<file path="config.mk">
export PLATFORM = sky130hd
export DESIGN_NAME = instruction_fetch_unit
export DESIGN_NICKNAME = d
export VERILOG_FILES = /design/src/rtl/instruction_fetch_unit_pkg.sv /design/src/rtl/instruction_fetch_unit.sv
export SDC_FILE = /design/constraint.sdc
export NUM_CORES = 1
export LEC_CHECK = 0
export CAP_MARGIN = 25
export CORE_MARGIN = 8
export CORE_UTILIZATION = 40
export CTS_BUF_LIST = sky130_fd_sc_hd__clkbuf_2 sky130_fd_sc_hd__clkbuf_4 sky130_fd_sc_hd__clkbuf_8
export DETAILED_ROUTE_END_ITERATION = 8
export PLACE_DENSITY = 0.73
export SLEW_MARGIN = 40
export SYNTH_ARGS = -nofsm -noshare
export SYNTH_HDL_FRONTEND = slang
export SYNTH_SLANG_ARGS = --single-unit
</file>
<file path="constraint.sdc">
create_clock -name CLK -period 4.3 [get_ports CLK]
set_input_delay 0.43 -clock CLK [delete_from_list [all_inputs] [get_ports CLK]]
set_output_delay 0.43 -clock CLK [all_outputs]
set_load 0.01 [all_outputs]
</file>
<file path="src/rtl/instruction_fetch_unit_pkg.sv">
// instruction_fetch_unit_pkg: constants and state encoding shared by the fetch unit.
package instruction_fetch_unit_pkg;
    localparam logic [31:0] NOP_WORD = 32'h0000_0000;
    localparam logic [31:0] RESET_PC = 32'h0000_0000;
    typedef enum logic {RUN = 1'b0, HOLD = 1'b1} state_e;
endpackage

</file>
<file path="src/rtl/instruction_fetch_unit.sv">
// instruction_fetch_unit: PC owner and IF/ID loader over a 1-cycle synchronous instruction memory,
// with a one-entry skid buffer for decode stalls and squash-on-redirect.
module instruction_fetch_unit #(
    parameter logic [31:0] RESET_PC = instruction_fetch_unit_pkg::RESET_PC,
    parameter logic [31:0] NOP_WORD = instruction_fetch_unit_pkg::NOP_WORD
) (
    input  logic        CLK,
    input  logic        RST,
    input  logic        stall,
    input  logic        branch_taken,
    input  logic [31:0] branch_target,
    output logic [31:0] instructionAddress,
    input  logic [31:0] instruction,
    output logic [31:0] if_id_instruction,
    output logic [31:0] if_id_pc_plus4,
    output logic        if_id_valid,
    output logic [31:0] pc
);
    import instruction_fetch_unit_pkg::*;

    state_e      state_q;
    logic [31:0] pc_q, inflight_pc_q, skid_instr_q, skid_pc_q;
    logic [31:0] if_id_instr_q, if_id_pc_plus4_q;
    logic        inflight_valid_q, skid_valid_q, if_id_valid_q;
    logic [31:0] ld_instr_d, ld_pc_d;
    logic        ld_valid_d;

    // In HOLD the skid carries the word that was returned when the stall began.
    always_comb begin
        ld_instr_d = state_q == HOLD ? skid_instr_q : instruction;
        ld_pc_d    = state_q == HOLD ? skid_pc_q : inflight_pc_q;
        ld_valid_d = state_q == HOLD ? skid_valid_q : inflight_valid_q;
    end

    always_ff @(posedge CLK) begin
        if (RST) begin
            pc_q             <= RESET_PC;
            inflight_pc_q    <= '0;
            inflight_valid_q <= 1'b0;
            skid_instr_q     <= NOP_WORD;
            skid_pc_q        <= '0;
            skid_valid_q     <= 1'b0;
            state_q          <= RUN;
            if_id_instr_q    <= NOP_WORD;
            if_id_pc_plus4_q <= '0;
            if_id_valid_q    <= 1'b0;
        end else if (branch_taken) begin
            pc_q             <= {branch_target[31:2], 2'b00};
            inflight_valid_q <= 1'b0;
            skid_valid_q     <= 1'b0;
            state_q          <= RUN;
            if_id_instr_q    <= NOP_WORD;
            if_id_valid_q    <= 1'b0;
        end else if (stall) begin
            if (state_q == RUN) begin
                skid_instr_q <= instruction;
                skid_pc_q    <= inflight_pc_q;
                skid_valid_q <= inflight_valid_q;
                state_q      <= HOLD;
            end
        end else begin
            if_id_instr_q    <= ld_instr_d;
            if_id_pc_plus4_q <= ld_pc_d + 32'd4;
            if_id_valid_q    <= ld_valid_d;
            inflight_pc_q    <= pc_q;
            inflight_valid_q <= 1'b1;
            pc_q             <= pc_q + 32'd4;
            skid_valid_q     <= 1'b0;
            state_q          <= RUN;
        end
    end

    assign instructionAddress = pc_q;
    assign pc                 = pc_q;
    assign if_id_instruction  = if_id_instr_q;
    assign if_id_pc_plus4     = if_id_pc_plus4_q;
    assign if_id_valid        = if_id_valid_q;
endmodule

</file>
==> metrics <==
vias in the first global route around 7500; CP Capture Type flop; Nets ~1300; final instance area 11200 sq um; Total Wirelength 24900 um; post-CTS setup buffers 0; CTS Sinks around 190; Netlist cell types between 50 and 60; clk_lat worst skew between 400 and 500 ps; max_cap viols 0; most common cell after layout, fill and taps aside nand2_1; run status finished, final reports clean; RSZ-0062 raised after global routing no; Pwr Density between 300 and 400 nW/um^2; Worst Path Required roughly 4700 ps; clock buffer depth 2; total number of vias ~8000; drt first pass iters 7; pins over their slew limit 0; Final min period 2800 ps; die span in y roughly 170 um; first-pass GRT wire length about 39000 um; WP data arrival 3200 ps; number of port buffers 190; Synth warnings 0; Max Freq 0.358 GHz; Startpoint Class flop; Layout Skew about 16 ps; Wirelength per Cell 16.6 um; overall power 3.59 mW; post-place setup slack 1410 ps; DIE AREA 27300 sq um; FF-to-FF setup slack 1500 ps; Setup violations, final 0; Reg2Reg Depth 6; CORE AREA between 20000 and 25000 sq um; Fin. Hold Viols 0; Min-Delay Path Class reg -> reg; crit path max fanout 68; ratio of cells with drive above 1 in the final layout 5.56%; vias per std cell 5.31; Inserted Clock Buffers 17; Worst VDD drop ~0.19 mV; PostCTS Resize Cnt 0; CP peak stage delay between 800 and 900 ps; Core Util, Final 51.3%; Setup CP Type reg -> reg; Slew @ Worst Pin 812 ps; GP Congestion roughly 0.85; Final Cycle Share 65.0%; final hold slack 456 ps; worst rel slew slack between 40 and 50%; Critical Path Stages 6; fin cells 1502; Die Width between 150 and 200 um; final setup margin 1500 ps; I/O Pins 197; critical path's slowest cell dfxtp_4; commonest non-fill, non-tap cells in the layout 241 x nand2_1, 191 x dfxtp_1, 189 x clkdlybuf4s50_1; worst r2r dst if_id_pc_plus4[29]; Yosys reg bits 192; DPL Wire Length 17300 um; FP Rows 54; initial antenna violation count 0; Post-synth top flop dfxtp_1; Setup TNS 0 ps; cts hold-fix bufs 0; Total GRT Usage 17.7%; WP buf/inv 1; Worst-path clk slew 110 ps; Post-Syn Area 8900 sq um; number of synthesized flops with an enable pin 0; largest net degree at the start of global routing 69; Cells after Synth 1090; post-synthesis sequential area ratio around 43%; asr flop ratio synth 0%; hold depth 2; dpl cells 1469; CP cell instances nand4_1, a222oi_1, buf_4, nand3_2, or4_1, nand3_1; crit path launch state_q; root buf cell clkbuf_8; diodes inserted 0; Critical Path Sink if_id_pc_plus4[29]; critical path's top delay family simple AND/OR/NAND/NOR gates; Initial DRC Count 641; FF-to-FF Start state_q; Mapped Avg Cell Area 8.17 sq um; Overflow after GRT 0; CTS tree done; DRT antenna net count 0; Area growth syn-to-layout 25.7%; placed inst area 10800 sq um; Initial Util 40.8%; Leak Pwr 3.79 nW; H-tree Lvls 4; number of remaining DRC errors 0
[worst min path at each step]
| stage | startpoint | end | slack [ps] |
|---|---|---|---|
| 2_1_floorplan | inflight_pc_q[29] | inflight_pc_q[29] | 430 |
| 3_3_place_gp | if_id_instruction[5] | if_id_instruction[5] | 430 |
| 3_5_place_dp | if_id_instruction[4] | if_id_instruction[4] | 440 |
| 4_1_cts | RST | instructionAddress[6] | 450 |
| 5_1_grt | branch_target[10] | instructionAddress[10] | 470 |
| 6_report | if_id_pc_plus4[0] | if_id_pc_plus4[0] | 460 |
[logic make-up after synthesis]
kind of cell	share of synthesized area, %
xor+xnor	3.05
other cells	0.0421
simple gates	23.6
flops	43.2
buf+inv	6.96
mux	8.18
compound gates	14.7
fa+ha+maj	0.281
[metal layers]
layer | up-vias | track usage [%] | share of wire, %
met5 | - | 0 | 0
met4 | 0 | 5.57 | 1.7
met3 | 30 | 4.54 | 7.2
met2 | 240 | 28.3 | 45
met1 | 3706 | 23.1 | 46
li1 | 4006 | - | -
[worst min-delay path, cell delays in order, from the launching register on]
cell and delay [ps]:
dfxtp_1 320, nand2_1 50, a21oi_1 50
[synth_stat cells, drive strengths merged (4+ instances only)]
master	n	area share, %
nand2	241	10
dfxtp	192	43
a21oi	94	5.3
nor2	72	3.0
mux2i	66	7.4
clkbuf	60	2.5
buf	52	4.1
o21ai	44	2.5
nand3	41	2.4
a211oi	30	2.5
xnor2	28	2.8
nand4	18	1.3
nor3	16	0.90
and3	14	0.98
nor4	13	0.91
a311o	8	0.90
and4	8	0.79
inv	8	0.34
nand3b	8	0.82
nand4b	7	0.86
mux2	6	0.76
nor2b	6	0.42
o211ai	5	0.42
a31oi	4	0.28
o22ai	4	0.28
o311ai	4	0.39
[cell type report]
type                       count  area, sq um
sequential                   192         3850
multi-input combinational    781         4470
timing repair buffer         209         2070
tap                          280          350
clock buffer                  17          234
clock inverter                15          190
inverter                       8         30.0
fill                        2100        10600
[flip-flops by register name, summed over array words and instances (netlist names), 30 cells and up]
signal,count
skid_instr_q,32
if_id_instruction,32
if_id_pc_plus4,32
skid_pc_q,32
inflight_pc_q,30
instructionAddress,30
[power by group]
| part | internal, mW | switching, mW |
|---|---|---|
| Sequential | 1.85 | 0.0825 |
| Combinational | 0.229 | 0.218 |
| Clock | 0.451 | 0.762 |
No activity file was read; power rests on OpenSTA's default activity.
